File: config.mk
export PLATFORM = sky130hd
export DESIGN_NAME = br_rdarb4x32
export DESIGN_NICKNAME = d
export VERILOG_FILES = /design/src/rtl/br_pkg.sv /design/src/rtl/br_skid2.sv /design/src/rtl/br_rdarb4x32.sv
export SDC_FILE = /design/constraint.sdc
export NUM_CORES = 1
export LEC_CHECK = 0
export ABC_AREA = 1
export BUFFER_PORTS_ARGS = -buffer_cell sky130_fd_sc_hd__buf_2
export CAP_MARGIN = 20
export CORE_AREA = 2 2 139 101
export CTS_CLUSTER_SIZE = 16
export DETAILED_ROUTE_END_ITERATION = 12
export DIE_AREA = 0 0 141 103
export PLACE_DENSITY = 0.8
export SLEW_MARGIN = 20
export SYNTH_ARGS = -nofsm -noshare
export SYNTH_HDL_FRONTEND = slang
export SYNTH_SLANG_ARGS = --single-unit
File: constraint.sdc
create_clock -name clk -period 3.75 [get_ports clk]
set_clock_uncertainty 0.15 [all_clocks]
set_input_delay 0 -clock clk [delete_from_list [all_inputs] [get_ports clk]]
set_output_delay 0 -clock clk [all_outputs]
set_load 0.02 [all_outputs]
File: src/rtl/br_pkg.sv
// Shared constants, state encoding and round-robin search helper for the
// four-channel FIFO read arbiter.
package br_pkg;

    localparam int BR_NCH   = 4;
    localparam int BR_DEPTH = 2;
    localparam int BR_CNTW  = 2;

    typedef enum logic [1:0] {
        IDLE  = 2'd0,
        SERVE = 2'd1,
        FLUSH = 2'd2
    } br_state_e;

    typedef struct packed {
        logic       found;
        logic [1:0] idx;
    } br_pick_t;

    // Search from+1, from+2, from+3 and finally from itself (modulo 4).
    function automatic br_pick_t br_pick_next(input logic [1:0]        from,
                                              input logic [BR_NCH-1:0] nonempty);
        br_pick_t   p;
        logic [1:0] c;
        p.found = 1'b0;
        p.idx   = from;
        for (int i = 1; i <= BR_NCH; i++) begin
            c = from + 2'(i);
            if (!p.found && nonempty[c]) begin
                p.found = 1'b1;
                p.idx   = c;
            end
        end
        return p;
    endfunction

endpackage

File: src/rtl/br_skid2.sv
// Two-entry tagged output buffer; order preserving, simultaneous push and pop
// leave the occupancy unchanged.
module br_skid2
    import br_pkg::*;
#(
    parameter int WIDTH = 32,
    parameter int TAGW  = 2
) (
    input  logic               clk,
    input  logic               reset_,
    input  logic               in_vld,
    input  logic [WIDTH-1:0]   in_data,
    input  logic [TAGW-1:0]    in_tag,
    output logic               out_vld,
    input  logic               out_rdy,
    output logic [WIDTH-1:0]   out_data,
    output logic [TAGW-1:0]    out_tag,
    output logic [BR_CNTW-1:0] count
);

    logic [WIDTH-1:0] data_q [BR_DEPTH];
    logic [TAGW-1:0]  tag_q  [BR_DEPTH];
    logic             wr_ptr;
    logic             rd_ptr;
    logic             push;
    logic             pop;

    assign out_vld  = (count != '0);
    assign out_data = data_q[rd_ptr];
    assign out_tag  = tag_q[rd_ptr];
    assign pop      = out_vld && out_rdy;
    assign push     = in_vld && ((count != BR_CNTW'(BR_DEPTH)) || pop);

    always_ff @(posedge clk or negedge reset_) begin
        if (!reset_) begin
            for (int i = 0; i < BR_DEPTH; i++) begin
                data_q[i] <= '0;
                tag_q[i]  <= '0;
            end
            wr_ptr <= 1'b0;
            rd_ptr <= 1'b0;
            count  <= '0;
        end else begin
            if (push) begin
                data_q[wr_ptr] <= in_data;
                tag_q[wr_ptr]  <= in_tag;
                wr_ptr         <= ~wr_ptr;
            end
            if (pop) begin
                rd_ptr <= ~rd_ptr;
            end
            case ({push, pop})
                2'b10:   count <= count + 1'b1;
                2'b01:   count <= count - 1'b1;
                default: count <= count;
            endcase
        end
    end

endmodule

File: src/rtl/br_rdarb4x32.sv
// Round-robin burst arbiter merging four FIFO read ports into one stream,
// with a two-entry output buffer and a registered fill-level sum.
module br_rdarb4x32
    import br_pkg::*;
#(
    parameter int WIDTH = 32,
    parameter int PTR   = 2,
    parameter int BURST = 4
) (
    input  logic                        clk,
    input  logic                        reset_,
    input  logic                        enable,
    input  logic [BR_NCH-1:0]           rdempty,
    input  logic [BR_NCH*(PTR+1)-1:0]   rdusedw,
    input  logic [BR_NCH*WIDTH-1:0]     q,
    output logic [BR_NCH-1:0]           rdreq,
    output logic [WIDTH-1:0]            dout,
    output logic [1:0]                  dout_src,
    output logic                        dout_vld,
    input  logic                        dout_rdy,
    output logic [1:0]                  grant,
    output logic                        busy,
    output logic [PTR+2:0]              total_used
);

    localparam logic [3:0] BURST_L = 4'(BURST);

    br_state_e        state;
    br_state_e        state_nx;
    logic [1:0]       grant_nx;
    logic [1:0]       last_grant;
    logic [1:0]       last_grant_nx;
    logic [3:0]       burst_cnt;
    logic [3:0]       burst_nx;
    logic             inflight;
    logic [1:0]       inflight_tag;
    logic             issue;
    logic             pop;
    logic             room;
    logic [2:0]       occ_eff;
    logic [BR_CNTW-1:0] buf_count;
    logic [PTR+2:0]   used_sum;
    br_pick_t         pick_rot;
    br_pick_t         pick_idle;

    assign pick_rot  = br_pick_next(grant, ~rdempty);
    assign pick_idle = br_pick_next(last_grant, ~rdempty);

    // A word leaving the buffer this cycle frees its slot for a new read,
    // which is what allows one word per cycle with dout_rdy held high.
    assign pop     = dout_vld && dout_rdy;
    assign occ_eff = {1'b0, buf_count} + {2'b00, inflight} - {2'b00, pop};
    assign room    = (occ_eff < 3'd2);

    assign rdreq = issue ? (4'b0001 << grant) : 4'b0000;
    assign busy  = (state != IDLE) || (buf_count != '0);

    always_comb begin
        state_nx      = state;
        grant_nx      = grant;
        last_grant_nx = last_grant;
        burst_nx      = burst_cnt;
        issue         = 1'b0;
        case (state)
            IDLE: begin
                if (enable && pick_idle.found) begin
                    state_nx = SERVE;
                    grant_nx = pick_idle.idx;
                    burst_nx = '0;
                end
            end
            SERVE: begin
                if (!enable) begin
                    state_nx = FLUSH;
                end else if ((burst_cnt == BURST_L) || rdempty[grant]) begin
                    if (pick_rot.found) begin
                        grant_nx = pick_rot.idx;
                        burst_nx = '0;
                    end else if (!inflight) begin
                        state_nx      = IDLE;
                        last_grant_nx = grant;
                    end
                end else if (room) begin
                    issue    = 1'b1;
                    burst_nx = burst_cnt + 4'd1;
                end
            end
            FLUSH: begin
                if (!inflight) begin
                    state_nx      = IDLE;
                    last_grant_nx = grant;
                end
            end
            default: state_nx = IDLE;
        endcase
    end

    always_comb begin
        used_sum = '0;
        for (int n = 0; n < BR_NCH; n++) begin
            used_sum = used_sum + {2'b00, rdusedw[n*(PTR+1) +: PTR+1]};
        end
    end

    always_ff @(posedge clk or negedge reset_) begin
        if (!reset_) begin
            state        <= IDLE;
            grant        <= 2'd0;
            last_grant   <= 2'd3;
            burst_cnt    <= '0;
            inflight     <= 1'b0;
            inflight_tag <= 2'd0;
            total_used   <= '0;
        end else begin
            state        <= state_nx;
            grant        <= grant_nx;
            last_grant   <= last_grant_nx;
            burst_cnt    <= burst_nx;
            inflight     <= issue;
            inflight_tag <= grant;
            total_used   <= used_sum;
        end
    end

    br_skid2 #(
        .WIDTH (WIDTH),
        .TAGW  (2)
    ) u_skid (
        .clk      (clk),
        .reset_   (reset_),
        .in_vld   (inflight),
        .in_data  (q[inflight_tag*WIDTH +: WIDTH]),
        .in_tag   (inflight_tag),
        .out_vld  (dout_vld),
        .out_rdy  (dout_rdy),
        .out_data (dout),
        .out_tag  (dout_src),
        .count    (buf_count)
    );

endmodule

# Word-level counts from Yosys, hierarchy flattened
# Index checks and enable logic that the tools add are counted.
classes:
  n_addsub: 14
  bitwise: 5
  n_shift: 2
  n_eq_ne: 17
  n_reduce_logical: 29
  muxes: 66
  magnitude_cmp: 12
op_table:
  columns: ["operator", "n"]
  rows:
  - ["32-bit 2-to-1 mux", 4]
  - ["128-bit by 8-bit indexed part select with 32-bit output", 1]
  - ["64-bit bitwise mux", 1]
  - ["2-bit 2-to-1 mux", 17]
  - ["32-bit demux with 1-bit select", 1]
  - ["2-bit by 3-bit < comparator with 1-bit output (second input constant)", 8]
  - ["3-bit 2-to-1 mux", 8]
  - ["4-bit 2-to-1 mux", 6]
  - ["1-bit binary-select mux with 2-bit select", 9]
  - ["2-bit != test (second input constant)", 7]
  - ["1-bit 2-to-1 mux", 13]
  - ["3-bit != test (second input constant)", 4]
  - ["2-bit case mux with 2 select lines", 3]
  - ["1-bit logical AND", 10]
  - ["2-bit nonzero test", 5]
  - ["2-bit adder (second input constant)", 4]
  - ["4-bit case mux with 2 select lines", 1]
  - ["7-bit AND reduction", 1]
  - ["2-bit by 1-bit adder with 2-bit output (second input constant)", 3]
  - ["1-bit logical NOT", 6]
  - ["2-bit case mux with 3 select lines", 1]
  - ["4-bit by 3-bit adder with 5-bit output", 1]
  - ["5-bit by 3-bit adder with 5-bit output", 1]
  - ["5-bit AND reduction", 1]
  - ["other kinds (22)", 29]
totals:
  wordCells: 159
  inputBits: 148
  reg_bits: 90

# Depth between registers and ports, before layout
depth:
  depth_word: 17
  depth_mapped: 15
  depth_no_buf: 15

# By module
# Synthesis repeated with hierarchy kept, for this count alone.
unflattened:
  cells_unflattened: 853
  area_unflattened_um2: 5968.2
modules_own_cells:
  columns: ["mod", "area_per_inst_um2", "cells_per_inst", "n_inst", "seq_area_each_um2"]
  rows:
  - ["br_skid2", 3458.3, 437, 1, 1801.7]
  - ["br_rdarb4x32", 2509.9, 416, 1, 452.9]

# Worst setup path after synthesis
# Ideal clock, no wire load.
synth_timing:
  kind: "register to register"
  start: "register u_skid.count[1]"
  end: "register burst_cnt[2]"
  path_buffers: 0
  stages_incl_launch_ff: 15
  t_arrival_ns: 2.092
  setup_slack_ns: 1.442
  path_cell_list: "dfrtp_1 -> clkinv_4 -> nand2_4 -> nand2_4 -> a21oi_4 -> o21ai_0 -> fa_1 -> or2_2 -> nand3_1 -> nand2_1 -> nand3_1 -> inv_1 -> nand3_1 -> nand2_1 -> nand2_1"
synth_via:
  elab_chain_len: 6
synth_lines:
  columns: ["item", "line_no", "text"]
  rows:
  - ["from (decl)", "br_skid2.sv:18", "output logic [BR_CNTW-1:0] count"]
  - ["from (signal assigned)", "br_skid2.sv:53", "2'b10: count <= count + 1'b1;"]
  - ["from (signal assigned)", "br_skid2.sv:54", "2'b01: count <= count - 1'b1;"]
  - ["from (signal assigned)", "br_skid2.sv:55", "default: count <= count;"]
  - ["2-bit nonzero test", "br_skid2.sv:28", "assign out_vld = (count != '0);"]
  - ["via dout_vld", "br_rdarb4x32.sv:19", "output logic dout_vld,"]
  - ["1-bit logical AND", "br_rdarb4x32.sv:51", "assign pop = dout_vld && dout_rdy;"]
  - ["3-bit by 1-bit subtractor with 3-bit output", "br_rdarb4x32.sv:52", "assign occ_eff = {1'b0, buf_count} + {2'b00, inflight} - {2'b00, pop};"]
  - ["3-bit by 2-bit < comparator with 1-bit output", "br_rdarb4x32.sv:53", "assign room = (occ_eff < 3'd2);"]
  - ["3-bit != test (no source line)", null, null]
  - ["5-bit AND reduction (no source line)", null, null]
  - ["to (signal assigned)", "br_rdarb4x32.sv:118", "burst_cnt <= burst_nx;"]
  - ["to (decl)", "br_rdarb4x32.sv:33", "logic [3:0] burst_cnt;"]
# The timed path passes the listed nets, and every way through them passes these cells.
# A chain may end at the register's enable or synchronous reset.

# Final worst setup path
layout_timing:
  start: "register inflight_tag[1]"
  end: "register u_skid.data_q[0] (netlist name)"
layout_via:
  elab_chain_len: 2
layout_lines:
  columns: ["item", "line_no", "text"]
  rows:
  - ["from (decl)", "br_rdarb4x32.sv:36", "logic [1:0] inflight_tag;"]
  - ["from (signal assigned)", "br_rdarb4x32.sv:120", "inflight_tag <= grant;"]
  - ["128-bit by 8-bit indexed part select with 32-bit output", "br_rdarb4x32.sv:132", ".in_data (q[inflight_tag*WIDTH +: WIDTH]),"]
  - ["64-bit bitwise mux", "br_skid2.sv:45", "data_q[wr_ptr] <= in_data;"]
  - ["to (signal, indexed assignment)", "br_skid2.sv:45", null]
  - ["to (decl)", "br_skid2.sv:21", "logic [WIDTH-1:0] data_q [BR_DEPTH];"]
# Every way passes these cells.

==> results_dict.tcl <==
set metrics [dict create \
    synthArstFlopShare 1.00 \
    crit_slowest_cell "clkinv_1" \
    reg2reg_from "inflight_tag[1]" \
    pin_count 195 \
    start_util 0.434 \
    yosysSeqAreaShare 0.388 \
    p_switching_mw 2.63 \
    fin_nets 1137 \
    place_area_mm2 0.00683 \
    timing.final.crit_share 0.781 \
    drtPass1Iterations 5 \
    cp-startpoint "inflight_tag[1]" \
    clk_latency_ps 320 \
    min-delay-path-class "in -> reg" \
    slowest_delay_ps 840 \
    max_slew_margin 0.315 \
    p_per_area_mw_per_mm2 749 \
    antenna_found_initial 0 \
    period_needed_ps 2930 \
    drive_gt1_frac 0.278 \
    via_count 5757 \
    grt_pass1_vias 5550 \
    critPathMaxFanout 33 \
    area_delta_synth_final_pct 33.1 \
    port_buffers 194 \
    crit_required_ps 3810 \
    grt_pass1_wl_mm 25.9 \
    gr-total-overflow 0 \
    hold_violations 0 \
    placement_rows 36 \
    cp.arrival_ps 2990 \
    nFillCells 1173 \
    crit_path_start_kind "flop" \
    synth_cells 735 \
    syn_area_mm2 0.00581 \
    globalRouteTotalUtil 0.223 \
    setup_tns_ps 0 \
    ir_worst_vdd_mv 0.381 \
    r2r-end "u_skid.data_q[0]" \
    end_kind "flop" \
    crit_path_end "u_skid.data_q[0]" \
    design_area_mm2 0.00773 \
    syn_nets 905 \
    r2r_setup_slack_ps 820 \
    worst_pin_slew_ps 1020 \
    synth_edf_count 0 \
    drv_slew 0 \
    avgViaCountPerCell 5.04 \
    p_int_mw 3.16 \
    num_antenna_cells 0 \
    crit_type "reg -> reg" \
    setup_violations 0 \
    numCtsBuffers 9 \
    grt_max_degree 65 \
    die-area_mm2 0.0145 \
    reg2reg_depth 5 \
    cts_root_buf "clkbuf_16" \
    fp.dieW_um 141 \
    drc_errors 0 \
    post_cts_resized 0 \
    yosys_most_used_dff "dfrtp_1" \
    p_sw_frac 0.454 \
    drt_first_iter_violations 286 \
    total_power_mw 5.79 \
    coreArea_mm2 0.0134 \
    ys_types 41 \
    htreeDepth 3 \
    gp_congestion 0.835 \
    maxCapViolCount 0 \
    fmax_mhz 341 \
    wirelength_mm 15.7 \
    cts_tree "yes" \
    ant_nets 0 \
    path_cells "clkinv_1, o21ai_0, o22ai_1, dlygate4sd3_1, mux2_2" \
    clk_path_buf_depth 2 \
    die_h_um 103 \
    post_drt_wl_per_cell_um 13.7 \
    cts_sinks 90 \
    clkPwrFrac 0.155 \
    rsz0062_at_grt "no" \
    syn-mean-instance-area_um2 7.91 \
    yosysWarnings 0 \
    dp_hpwl_mm 10.8 \
    p_seq_frac 0.290 \
    p_comb_frac 0.555 \
    status "finished clean" \
    ys_seq_elements 90 \
    p_leak_nw 3.91 \
    clkTransAtPathRegs_ps 70 \
]
-- registers in the layout, indices dropped and copies added, names as in the netlist --
register and flops:
inflight 1, grant 2, last_grant 2, u_skid.wr_ptr 1
u_skid.count 2, inflight_tag 2, u_skid.tag_q 4, burst_cnt 4
total_used 5, state 2, u_skid.rd_ptr 1, u_skid.data_q 64
-- stage by stage --
step | setup WS (ps) | hold WS (ps) | util | instances
floorplan | 1440 | -446 | - | 735
global placement | 1360 | -18.0 | 0.511 | 1067
detailed placement | 1260 | -15.3 | 0.511 | 1067
CTS | 1010 | 1.51 | 0.578 | 1143
global route | 609 | 28.0 | 0.578 | 1143
finish | 820 | 6.16 | 0.578 | 1143
-- worst min-delay path by stage --
| stage | startpoint | endpoint | slack (ps) | cells past startpoint |
|---|---|---|---|---|
| after floorplan | reset_ | burst_cnt[0] | -450 | 0 |
| after global placement | reset_ | u_skid.data_q[59] | -20 | 1 |
| after detailed placement | reset_ | u_skid.data_q[27] | -20 | 1 |
| after CTS | q[58] | u_skid.data_q[26] | 2 | 4 |
| after global routing | q[122] | u_skid.data_q[26] | 30 | 4 |
| final | q[24] | u_skid.data_q[56] | 6 | 5 |
-- per-layer routing --
layer | up-vias | track usage | part of all wire
met3 | 22 | 0.0478 | 0.061
met2 | 202 | 0.381 | 0.46
met1 | 2658 | 0.294 | 0.46
li1 | 2875 | - | -
met4 | 0 | 0.0554 | 0.016
met5 | - | 0 | 0
-- critical path, delay by kind of cell (launching register included) --
family	cells	cell delay, ps
AO/OA/AOI/OAI	2	510
flip-flops	1	460
buffers and inverters	2	1420
multiplexers	1	270
-- synthesized netlist by cell type (all sizes together), types with 2 or more instances --
cell	number	area, um2
nor2	76	317
or2	2	12.5
xor2	3	26.3
dfstp	2	52.6
a21oi	7	57.6
o22ai	32	200
fa	7	140
ha	15	188
dfrtp	88	2200
clkbuf	25	93.8
xnor2	3	26.3
nand2	151	589
mux2	32	458
nand4	8	50.1
nand3	26	135
buf	15	126
o21ai	145	729
o21a	4	30.0
inv	88	333
-- power by group through the flow --
stage                     clock (mW)  combinational [mW]  sequential (mW)
after floorplan                    0                2.22             1.55
after global placement             0                2.88             1.68
after detailed placement           0                2.93             1.69
after CTS                      0.922                3.20             1.68
after global routing           0.959                3.62             1.73
final                          0.899                3.22             1.68
-- cell type report --
type                            instances  area [um2]  area share
Multi-Input combinational cell        516        2990       0.387
Sequential cell                        90        2260       0.292
Timing Repair Buffer                  261        1630       0.210
Inverter                               89         342      0.0442
Clock buffer                           10         229      0.0296
Tap cell                              171         214      0.0277
Clock inverter                          6        71.3     0.00922
-- kinds of logic (layout without fill, tap and decap cells) --
| kind of cell | Yosys count | in the layout | synth area share |
|---|---|---|---|
| simple gates | 266 | 266 | 0.193 |
| xor+xnor | 6 | 6 | 0.00905 |
| flops | 90 | 90 | 0.388 |
| buf+inv | 129 | 366 | 0.0967 |
| fa+ha+maj | 22 | 22 | 0.0564 |
| compound gates | 190 | 190 | 0.178 |
| mux | 32 | 32 | 0.0788 |
-- timing repair --
action                                 CTS  global route
hold buffers                            60             0
setup buffers                            0             0
endpoints found under the hold margin   98             0
-- cell usage in the layout (no fill, tap or decap), types with 4 or more instances in the layout --
| master | instances |
|---|---|
| buf_2 | 193 |
| nand2_1 | 146 |
| dlygate4sd3_1 | 60 |
| o22ai_1 | 32 |
| o21ai_1 | 15 |
| mux2_2 | 6 |
| mux2_4 | 26 |
| fa_1 | 7 |
| clkbuf_16 | 9 |
| o21a_1 | 4 |
| dfrtp_1 | 86 |
| a21oi_1 | 5 |
| buf_4 | 8 |
| nor2_1 | 73 |
| nand3_1 | 25 |
| inv_1 | 84 |
| ha_1 | 15 |
| o21ai_0 | 129 |
| nand4_1 | 8 |
(Power assumes the default switching activity.)
